$ cat config.mk
export PLATFORM = sky130hd
export DESIGN_NAME = lpf_mavg
export DESIGN_NICKNAME = d
export VERILOG_FILES = /design/src/rtl/lpf_mavg_pkg.sv /design/src/rtl/lpf_delay_line.sv /design/src/rtl/lpf_mavg.sv
export SDC_FILE = /design/constraint.sdc
export NUM_CORES = 1
export LEC_CHECK = 0
export CAP_MARGIN = 25
export CORE_UTILIZATION = 50
export CTS_BUF_LIST = sky130_fd_sc_hd__clkbuf_8
export CTS_CLUSTER_DIAMETER = 200
export DETAILED_ROUTE_END_ITERATION = 6
export MAX_ROUTING_LAYER = met4
export PLACE_DENSITY = 0.7
export SETUP_SLACK_MARGIN = 0.02
export SLEW_MARGIN = 20
export SYNTH_ARGS = -nofsm -noshare
export SYNTH_HDL_FRONTEND = slang
export SYNTH_SLANG_ARGS = --single-unit
$ cat constraint.sdc
create_clock -name i_clock -period 12.65 [get_ports i_clock]
set_input_delay 2.53 -clock i_clock [delete_from_list [all_inputs] [get_ports i_clock]]
set_output_delay 2.53 -clock i_clock [all_outputs]
set_load 0.01 [all_outputs]
$ cat src/rtl/lpf_mavg_pkg.sv
// Shared definitions for the moving-average filter: window depth, accumulator
// width and the legal LOG2_DEPTH range.
package lpf_mavg_pkg;

   localparam int LOG2_DEPTH_MIN = 1;
   localparam int LOG2_DEPTH_MAX = 8;

   function automatic int depth_of(input int log2_depth);
      return 1 << log2_depth;
   endfunction

   // A sum of 2^L W-bit signed samples always fits in W+L signed bits.
   function automatic int acc_w(input int w, input int log2_depth);
      return w + log2_depth;
   endfunction

endpackage

$ cat src/rtl/lpf_delay_line.sv
// Circular DEPTH x W sample store. o_old is the entry about to be overwritten,
// i.e. the sample leaving the window on the next write.
module lpf_delay_line
   import lpf_mavg_pkg::*;
#(
   parameter int W          = 32,
   parameter int LOG2_DEPTH = 2
) (
   input  logic         i_clock,
   input  logic         i_reset,
   input  logic         i_clear,
   input  logic         i_we,
   input  logic [W-1:0] i_data,
   output logic [W-1:0] o_old
);

   localparam int DEPTH = depth_of(LOG2_DEPTH);

   logic [DEPTH-1:0][W-1:0] line_q, line_d;
   logic [LOG2_DEPTH-1:0]   wr_ptr_q, wr_ptr_d;

   assign o_old = line_q[wr_ptr_q];

   always_comb begin
      line_d   = line_q;
      wr_ptr_d = wr_ptr_q;
      if (i_clear) begin
         line_d   = '0;
         wr_ptr_d = '0;
      end else if (i_we) begin
         line_d[wr_ptr_q] = i_data;
         wr_ptr_d         = wr_ptr_q + 1'b1;
      end
   end

   always_ff @(posedge i_clock) begin
      if (i_reset) begin
         line_q   <= '0;
         wr_ptr_q <= '0;
      end else begin
         line_q   <= line_d;
         wr_ptr_q <= wr_ptr_d;
      end
   end

endmodule

$ cat src/rtl/lpf_mavg.sv
// Running-sum moving-average filter over 2^LOG2_DEPTH signed samples.
// Define LPF_MAVG_ROUND_EN for round-half-up scaling; default is floor.
module lpf_mavg
   import lpf_mavg_pkg::*;
#(
   parameter int W          = 32,
   parameter int LOG2_DEPTH = 2
) (
   input  logic         i_clock,
   input  logic         i_RESET,
   input  logic         i_clear,
   input  logic         i_valid,
   input  logic [W-1:0] i_data,
   output logic         o_valid,
   output logic [W-1:0] o_mean,
   output logic         o_full
);

   localparam int AW    = acc_w(W, LOG2_DEPTH);
   localparam int DEPTH = depth_of(LOG2_DEPTH);
   localparam logic [LOG2_DEPTH:0] DEPTH_C = (LOG2_DEPTH+1)'(DEPTH);

   generate
      if (LOG2_DEPTH < LOG2_DEPTH_MIN || LOG2_DEPTH > LOG2_DEPTH_MAX) begin : g_bad_depth
         $error("lpf_mavg: LOG2_DEPTH out of range 1..8");
      end
   endgenerate

   logic [W-1:0]          old;
   logic [AW-1:0]         acc_q, acc_d, next_acc;
   logic [LOG2_DEPTH:0]   cnt_q, cnt_d;
   logic [W-1:0]          mean_q, mean_d;
   logic                  valid_q, valid_d;
   logic                  full_q, full_d;
   logic [W-1:0]          scaled;

   lpf_delay_line #(.W(W), .LOG2_DEPTH(LOG2_DEPTH)) u_line (
      .i_clock (i_clock),
      .i_reset (i_RESET),
      .i_clear (i_clear),
      .i_we    (i_valid),
      .i_data  (i_data),
      .o_old   (old)
   );

   // Modular W+L-bit add/sub is exact because the final sum always fits.
   assign next_acc = acc_q + {{LOG2_DEPTH{i_data[W-1]}}, i_data}
                           - {{LOG2_DEPTH{old[W-1]}}, old};

`ifdef LPF_MAVG_ROUND_EN
   localparam logic [AW:0] RND = (AW+1)'(1) << (LOG2_DEPTH-1);
   logic [AW:0] rnd_sum;
   assign rnd_sum = {next_acc[AW-1], next_acc} + RND;
   assign scaled  = rnd_sum[AW-1:LOG2_DEPTH];
`else
   // Selecting bits [AW-1:L] is the arithmetic shift truncated to W bits.
   assign scaled = next_acc[AW-1:LOG2_DEPTH];
`endif

   always_comb begin
      acc_d   = acc_q;
      cnt_d   = cnt_q;
      mean_d  = mean_q;
      full_d  = full_q;
      valid_d = 1'b0;
      if (i_clear) begin
         acc_d  = '0;
         cnt_d  = '0;
         mean_d = '0;
         full_d = 1'b0;
      end else if (i_valid) begin
         acc_d   = next_acc;
         mean_d  = scaled;
         valid_d = 1'b1;
         if (cnt_q != DEPTH_C) cnt_d = cnt_q + 1'b1;
         full_d  = (cnt_d == DEPTH_C);
      end
   end

   always_ff @(posedge i_clock) begin
      if (i_RESET) begin
         acc_q   <= '0;
         cnt_q   <= '0;
         mean_q  <= '0;
         valid_q <= 1'b0;
         full_q  <= 1'b0;
      end else begin
         acc_q   <= acc_d;
         cnt_q   <= cnt_d;
         mean_q  <= mean_d;
         valid_q <= valid_d;
         full_q  <= full_d;
      end
   end

   assign o_valid = valid_q;
   assign o_mean  = mean_q;
   assign o_full  = full_q;

endmodule

==> results of run 1 <==
layer usage:
metal / share of wire / global-route usage
met5: 0 / -
met4: 0.013 / 0.0611
met3: 0.041 / 0.0399
met2: 0.46 / 0.393
met1: 0.49 / 0.349
power groups by stage:
stage | sequential (uW) | combinational [uW] | clock, uW
after CTS | 567 | 456 | 375
after global routing | 570 | 511 | 395
after floorplan | 571 | 353 | 0
after global placement | 580 | 448 | 0
final | 567 | 458 | 369
after detailed placement | 579 | 452 | 0
synthesized netlist by cell type (all sizes together) (2+ instances only):
| master | number |
|---|---|
| nand3 | 11 |
| o22ai | 2 |
| a311o | 2 |
| or2 | 2 |
| or3 | 3 |
| a21oi | 156 |
| mux2i | 20 |
| and2 | 9 |
| o31ai | 3 |
| nor2 | 45 |
| ha | 41 |
| a211oi | 5 |
| a311oi | 2 |
| nand4 | 9 |
| dfxtp | 169 |
| nand2 | 287 |
| mux4 | 32 |
| o21a | 8 |
| xnor2 | 14 |
| buf | 45 |
| o21ai | 17 |
| o211ai | 3 |
| clkbuf | 55 |
| mux2 | 2 |
| xor2 | 10 |
| fa | 33 |
| a21boi | 3 |
| nor3 | 13 |
| inv | 137 |
| o211a | 2 |
| a41o | 3 |
| a32oi | 2 |
| o32a | 2 |
| a21o | 24 |
| a31oi | 2 |
| or4 | 4 |
| a31o | 3 |
| o2111ai | 2 |
| o311ai | 4 |
| nor2b | 6 |
| and3 | 8 |
| o21bai | 4 |
path summary, 6_finish.rpt:
kind	from	endpoint	slack (ps)	depth (start not counted)
worst min-delay path	u_line.line_q[43]	u_line.line_q[43]	460	2
worst min register to register	u_line.line_q[43]	u_line.line_q[43]	460	2
worst max-delay path	i_data[2]	acc_q[30]	6870	13
worst max register to register	u_line.wr_ptr_q[0]	acc_q[33]	8040	13
layout make-up:
cell class	count	area [um2]	area share
inverter	137	514	0.0473
timing repair buffer	77	746	0.0686
clock inverter	9	76.3	0.00702
tap	265	332	0.0305
clock buffer	21	289	0.0266
sequential	169	3380	0.311
multi-input combinational	807	5530	0.509
logic make-up (layout without fill, tap and decap cells):
logic type	count (synthesis)	after routing	share of synthesized area
AOI/OAI and AO/OA	253	253	0.153
xor gates and xnor gates	24	24	0.0212
adders and majority gates	74	74	0.118
buffers and inverters	237	244	0.102
DFF	169	169	0.341
muxes	54	54	0.0951
and+or+nand+nor	402	402	0.169
registers in the layout, indices dropped and copies added, names as in the netlist:
| signal | count |
|---|---|
| u_line.line_q | 128 |
| o_full | 1 |
| acc_q | 34 |
| u_line.wr_ptr_q | 2 |
| cnt_q | 3 |
| o_valid | 1 |
worst reg2reg max path, stage by stage (launching register included):
cell,delay (ps)
dfxtp_2,740
buf_4,490
mux4_2,600
fa_1,490
inv_1,40
ha_1,360
a21o_1,220
a21o_1,210
a21o_1,160
a311oi_1,290
nand3_1,230
o211a_1,270
o211ai_1,230
mux2i_1,210
metrics by stage:
stage                     power [uW]  cells  instance area, um2  utilization  hold slack (ps)
after floorplan                  923   1213                9920            -              433
final                           1390   1485               10900        0.559              456
after global placement          1030   1455               10500        0.540              439
after detailed placement        1030   1455               10500        0.540              444
after global routing            1480   1485               10900        0.559              474
after CTS                       1400   1485               10900        0.559              456
==> flow_summary_export.csv, run 1 <==
group,metric,value,unit
critical_path,slowest_delay,550,ps
layout,final_common_cell,"nand2_1",
sta,setup_slack,6870,ps
layout,nets,1319,
layout,n_antenna_cell,0,
run_status,status,"finished clean",
global_routing,grt_max_degree,68,
clocking,cts_buffers,17,
critical_path,critPathBufInv,3,
sta,final_max_slew_viol_count,0,
sta,finalSetupTns,0,ps
pwr,p_leak,0.00428,uW
synth,synthFlopType,"dfxtp_1",
clocking,cts_tree,"done",
synth,seq_area_frac_synth,0.341,
drt,drtIter0Drc,600,
drt,vias,8021,
drt,routedWlPerCell,16.0,um
clocking,cts_resized,0,
synth,synthArstFlopShare,0,
drt,ant_nets,0,
critical_path,critPathTopFamily,"compound AO/OA/AOI/OAI gates",
synth,ys_ff_latch,169,
layout,nFillCells,1824,
place,place_ws,6430,ps
synth,synth_nets,1323,
synth,synth_cell_types,57,
clocking,clk_latency,450,ps
die,fp.dieW,143,um
global_routing,antenna_found_initial,0,
min_path,hold_path_class,"reg -> reg",
global_routing,grt_pass1_wl,39500,um
drt,routed_wl,23700,um
layout,final_cell_mix,"nand2_1 (286), dfxtp_1 (168), a21oi_1 (155)",
layout,area_growth,9.62,%
critical_path,crit_slowest_cell,"clkdlybuf4s50_1",
critical_path,cp.required,13040,ps
sta,timing.final.crit_share,0.457,
die,start_util,0.510,
clocking,clockBufferDepth,2,
synth,syn_inst,1213,
critical_path,criticalPathCategory,"in -> reg",
die,io-pin-count,70,
die,die_area,20400,um2
synth,synth_edf_count,0,
critical_path,path_common_cell,"inv_1",
sta,relSlewSlack,0.345,
die,design.core.area,19500,um2
sta,finalHoldViolCount,0,
place,place.gp.congestion,0.894,
pwr,p_switching,476,uW
place,io_buffers,69,
pwr,swShare,0.341,
drt,drt_first_pass_iters,5,
clocking,ctsRootBufferMaster,"clkbuf_8",
clocking,clk_pin_slew,90,ps
pwr,p_int,919,uW
pwr,p_per_area,128,nW/um2
clocking,htree_levels,4,
critical_path,crit_path_cell_trace,"clkdlybuf4s50_1 -> inv_1 -> fa_1 -> inv_1 -> ha_1 -> nor2b_4 -> o31a_1 -> o311ai_2 -> nand4_2 -> a21o_1 -> a41o_1 -> or4_1 -> nand3_1",
critical_path,worstPathArrival,6170,ps
clocking,cts_sinks,169,
drt,drc_errors,0,
pwr,clkPwrFrac,0.265,
sta,rsz0062_at_grt,"no",
critical_path,end_kind,"register",
sta,tightest_slew,979,ps
critical_path,crit_fanout,5,
global_routing,grt_pass1_vias,7761,
critical_path,critPathLaunchType,"primary input",
clocking,cts_setup_buffers,0,
pwr,combPwrFrac,0.329,
flow_run,cap_violations,0,
place,dp_hpwl,15500,um
clocking,hold_buffers,0,
pwr,max-vdd-ir-drop,0.0746,mV
global_routing,grtUsageTotal,0.254,
sta,clock_skew,9.65,ps
sta,clock.fmax,0.173,GHz
synth,synth_area_per_cell,8.18,um2
synth,synth_top_area_frac,0.341,
layout,drive_above_1_share,0.0705,
pwr,p_seq_frac,0.407,
die,row_count,51,
sta,min_period,5780,ps
synth,synth_area_leader_cell,"dfxtp_1",
synth,ys_top_cells_by_area,"dfxtp_1 (34%), nand2_1 (11%), a21oi_1 (7.8%)",
die,die_h,143,um
synth,synthesis.area,9920,um2
drt,drt-vias-per-instance,5.40,
global_routing,grt-ovfl-total,0,
synth,synth.yosys.warnings,0,
sta,setup_viol,0,
Note: power is estimated with default switching activity, not from simulation.
==> inputs of run 2 (changes only) <==
- PLACE_DENSITY: 0.7 -> 0.72
- clock period: 12.65 -> 5.2 ns (I/O delays scaled with it)
==> flow_summary_export.csv, run 2 (same netlist as run 1, synthesis figures left out) <==
group,metric,value,unit
drt,drt_first_pass_iters,5,
global_routing,antenna_found_initial,0,
layout,utilization,0.564,
clocking,cts_buffers,17,
critical_path,cp.required,5620,ps
layout,n_antenna_cell,0,
drt,drc_errors,0,
place,dp_hpwl,16300,um
layout,drive_above_1_share,0.0724,
critical_path,worstPathArrival,4690,ps
drt,routed_wl,23600,um
sta,clock.fmax,0.235,GHz
sta,final_max_slew_viol_count,0,
drt,routedWlPerCell,15.8,um
drt,vias,8093,
pwr,p_leak,0.00433,uW
sta,finalHoldViolCount,0,
layout,final_common_cell,"nand2_1",
die,design.core.area,19500,um2
layout,largest_reg_flops,128,
critical_path,end_kind,"register",
clocking,clk_pin_slew,90,ps
clocking,cts_setup_buffers,0,
layout,final_cell_mix,"nand2_1 (287), dfxtp_1 (168), a21oi_1 (155)",
clocking,clockBufferDepth,2,
critical_path,startpoint,"u_line.wr_ptr_q[0]",
die,die_area,20400,um2
pwr,max-vdd-ir-drop,0.170,mV
critical_path,r2r_start,"u_line.wr_ptr_q[0]",
global_routing,grt_pass1_wl,38800,um
clocking,htree_levels,4,
min_path,hold_path_class,"reg -> reg",
sta,setup_viol,0,
layout,largestRegisters,"u_line.line_q: 128 flops, acc_q: 34 flops, cnt_q: 3 flops",
min_path,hp-start,"u_line.line_q[82]",
sta,rsz0062_at_grt,"no",
global_routing,grt_pass1_vias,7690,
sta,tightest_slew,1010,ps
critical_path,criticalPathCategory,"reg -> reg",
sta,relSlewSlack,0.326,
drt,ant_nets,0,
layout,nets,1326,
clocking,cts_sinks,169,
place,place.gp.congestion,0.898,
global_routing,grtUsageTotal,0.253,
layout,largest_register,"u_line.line_q",
critical_path,crit_fanout,15,
die,row_count,51,
global_routing,grt_max_degree,89,
run_status,status,"finished clean",
sta,min_period,4260,ps
sta,timing.final.crit_share,0.820,
global_routing,grt-ovfl-total,0,
drt,drtIter0Drc,597,
layout,area_growth,10.6,%
pwr,p_per_area,316,nW/um2
clocking,cts_tree,"done",
clocking,clk_latency,480,ps
die,die_h,143,um
sta,clock_skew,17.1,ps
sta,finalSetupTns,0,ps
flow_run,cap_violations,0,
clocking,cts_resized,0,
die,start_util,0.510,
place,io_buffers,69,
die,io-pin-count,70,
drt,drt-vias-per-instance,5.42,
clocking,hold_buffers,0,
clocking,ctsRootBufferMaster,"clkbuf_8",
die,fp.dieW,143,um
pwr,power,3460,uW
critical_path,critPathLaunchType,"register",
layout,nFillCells,1804,
==> run 2: cell count changes in the layout (fill, tap and decap cells not counted), sizes merged <==
| cell | delta |
|---|---|
| bufinv | +1 |
| inv | +2 |
| buf | +7 |
| clkinvlp | +3 |
| clkinv | -3 |
| clkbuf | -1 |
==> run 2: worst max-delay path: stages, from the launching register on <==
cell and delay, ps:
dfxtp_2 670, buf_12 250, mux4_2 510, ha_1 280
inv_1 40, ha_1 200, inv_1 80, fa_1 230
nor2b_4 60, o31a_1 300, o311ai_2 320, nand4_2 230
a21o_1 260, a41o_1 240, or4_1 460, nand3_1 70
==> run 2: metal layers <==
metal / wire length, um / vias up / global-route usage
met5: 0 / - / -
met2: 11100 / 199 / 0.403
li1: - / 3986 / -
met1: 11000 / 3891 / 0.336
met4: 206 / 0 / 0.0532
met3: 1160 / 17 / 0.0443
==> run 2: power breakdown <==
group          internal (uW)  leakage, uW  switching, uW
Sequential              1340      0.00137           43.4
Combinational            481      0.00276            640
Clock                    461     0.000197            498
==> run 2: area by class of cell <==
| cell class | count | area (um2) | share of cell area |
|---|---|---|---|
| repair buffers | 84 | 811 | 0.0739 |
| clock buffers | 20 | 275 | 0.0251 |
| inverters | 137 | 514 | 0.0469 |
| multi-input cells | 807 | 5530 | 0.504 |
| clock inverters | 12 | 126 | 0.0115 |
| flip-flops and latches | 169 | 3380 | 0.309 |
| well taps | 265 | 332 | 0.0302 |
==> run 2: final timing paths <==
kind,end,slack (ps),cells after the start
worst max-delay path,acc_q[30],940,15
worst min-delay path,u_line.line_q[82],460,2
worst max register to register,acc_q[30],940,15
worst min register to register,u_line.line_q[82],460,2
==> run 2: per-stage QoR <==
| stage | instance area [um2] | cells | hold slack (ps) | worst slack, ps |
|---|---|---|---|---|
| after floorplan | 9920 | 1213 | 433 | 688 |
| after global placement | 10600 | 1462 | 438 | 560 |
| after detailed placement | 10600 | 1462 | 445 | 506 |
| after CTS | 11000 | 1494 | 458 | 869 |
| after global routing | 11000 | 1494 | 471 | 606 |
| final | 11000 | 1494 | 456 | 937 |
==> inputs of run 3 (changes only) <==
- clock period: 5.2 -> 3.6 ns (I/O delays scaled with it)
==> flow_summary_export.csv, run 3 (same netlist as run 1, synthesis figures left out) <==
group,metric,value,unit
run_status,status,"finished, violations left",
run_status,violations,"setup timing",
sta,min_period,3710,ps
drt,routedWlPerCell,16.4,um
pwr,clkPwrFrac,0.247,
die,fp.dieW,143,um
die,die_area,20400,um2
critical_path,worstPathArrival,4120,ps
sta,relSlewSlack,0.419,
critical_path,crit_fanout,8,
sta,setup_viol,7,
drt,route.met2.wl,12800,um
clocking,htree_levels,4,
die,start_util,0.510,
pwr,p_switching,1990,uW
global_routing,grtUsageTotal,0.285,
critical_path,critPathBufInv,3,
layout,final_common_cell,"nand2_1",
drt,vias,8872,
critical_path,cp.required,4000,ps
min_path,hold_path_class,"reg -> reg",
die,io-pin-count,70,
global_routing,antenna_found_initial,0,
layout,nets,1473,
die,design.core.area,19500,um2
layout,area_growth,26.4,%
sta,rsz0062_at_grt,"yes",
global_routing,grt_pass1_wl,43600,um
drt,drt_first_pass_iters,5,
drt,drtIter0Drc,793,
critical_path,crit_path_cell_trace,"buf_12 -> buf_12 -> mux4_2 -> fa_1 -> inv_1 -> ha_1 -> nor2b_1 -> o21a_1 -> or2_2 -> a31o_2 -> a41o_1 -> or4_1 -> nand3_1",
pwr,swShare,0.344,
critical_path,slowest_delay,520,ps
critical_path,crit_slowest_cell,"mux4_2",
layout,largest_reg_flops,128,
critical_path,criticalPathCategory,"reg -> reg",
clocking,cts_buffers,17,
layout,drive_above_1_share,0.214,
critical_path,critPathLaunchType,"register",
layout,utilization,0.644,
drt,routed_wl,27000,um
clocking,hold_buffers,0,
clocking,clk_latency,470,ps
die,row_count,51,
sta,tightest_slew,871,ps
clocking,cts_sinks,169,
pwr,p_per_area,461,nW/um2
clocking,ctsRootBufferMaster,"clkbuf_8",
sta,finalHoldViolCount,0,
pwr,max-vdd-ir-drop,0.298,mV
global_routing,grt_pass1_vias,8664,
drt,drt-vias-per-instance,5.41,
critical_path,critPathTopFamily,"simple AND/OR/NAND/NOR gates",
sta,finalSetupTns,-344,ps
flow_run,cap_violations,0,
global_routing,grt_max_degree,104,
critical_path,end_kind,"register",
drt,top_layer_used,"met4",
layout,largest_register,"u_line.line_q",
sta,timing.final.crit_share,1.03,
global_routing,grt-ovfl-total,0,
place,dp_hpwl,18300,um
layout,largestRegisters,"u_line.line_q: 128 flops, acc_q: 34 flops, cnt_q: 3 flops",
sta,final_max_slew_viol_count,0,
layout,n_antenna_cell,0,
drt,drc_errors,0,
drt,met3_length,1830,um
critical_path,path_common_cell,"buf_12",
clocking,cts_tree,"done",
die,die_h,143,um
pwr,p_leak,0.00513,uW
pwr,p_seq_frac,0.345,
clocking,clockBufferDepth,2,
layout,final_cell_mix,"nand2_1 (287), dfxtp_1 (168), a21oi_1 (148)",
sta,setup_slack,-114,ps
place,io_buffers,69,
clocking,clk_pin_slew,90,ps
drt,ant_nets,0,
drt,met1Wirelength,11800,um
sta,clock_skew,13.0,ps
sta,clock.fmax,0.269,GHz
place,place.gp.congestion,0.875,
pwr,p_int,3790,uW
pwr,combPwrFrac,0.408,
==> run 3: final timing paths <==
check	from	endpoint	slack, ps	cells after the start
setup reg to reg	u_line.wr_ptr_q[0]	acc_q[30]	-110	13
hold / removal	u_line.line_q[85]	u_line.line_q[85]	460	2
setup / recovery	u_line.wr_ptr_q[0]	acc_q[30]	-110	13
hold reg to reg	u_line.line_q[85]	u_line.line_q[85]	460	2
==> run 3: stage by stage <==
stage | hold slack [ps] | instance area, um2 | setup slack, ps | power (uW) | std cells
after floorplan | 433 | 9970 | -167 | 3250 | 1213
after global placement | 438 | 11600 | -375 | 4040 | 1596
after detailed placement | 444 | 11600 | -430 | 4070 | 1596
after CTS | 457 | 12300 | -158 | 5620 | 1637
after global routing | 477 | 12500 | -232 | 6100 | 1641
final | 456 | 12500 | -114 | 5780 | 1641
==> run 3: per-layer routing <==
| metal | up-vias | GRT usage |
|---|---|---|
| li1 | 4282 | - |
| met3 | 37 | 0.0416 |
| met5 | - | - |
| met1 | 4250 | 0.374 |
| met2 | 303 | 0.452 |
| met4 | 0 | 0.0951 |
==> run 3: cell type report <==
class / instances / area [um2]
clock inverters: 13 / 144
repair buffers: 231 / 2020
clock buffers: 19 / 262
well taps: 265 / 332
multi-input cells: 807 / 5890
inverters: 137 / 514
fillers: 1576 / 6920
flip-flops and latches: 169 / 3390
==> run 3: repair_timing <==
item / in CTS / in global routing
gates resized for setup: 35 / 48
pin swaps: 11 / 32
setup endpoints to repair: 18 / 21
cloned: 1 / 0
buffers inserted: 9 / 5
==> run 3: power by group through the flow <==
stage	sequential, uW	combinational [uW]	clock, uW
global placement	2030	2010	0
finish	1990	2360	1430
CTS	1990	2190	1450
global route	2000	2580	1520
detailed placement	2030	2040	0
floorplan	2010	1250	0
==> run 3: worst reg2reg max path, stage by stage (launching register included) <==
cell	delay [ps]
dfxtp_4	390
buf_12	170
buf_12	130
mux4_2	520
fa_1	500
inv_1	50
ha_1	330
nor2b_1	170
o21a_1	160
or2_2	290
a31o_2	260
a41o_1	210
or4_1	390
nand3_1	80
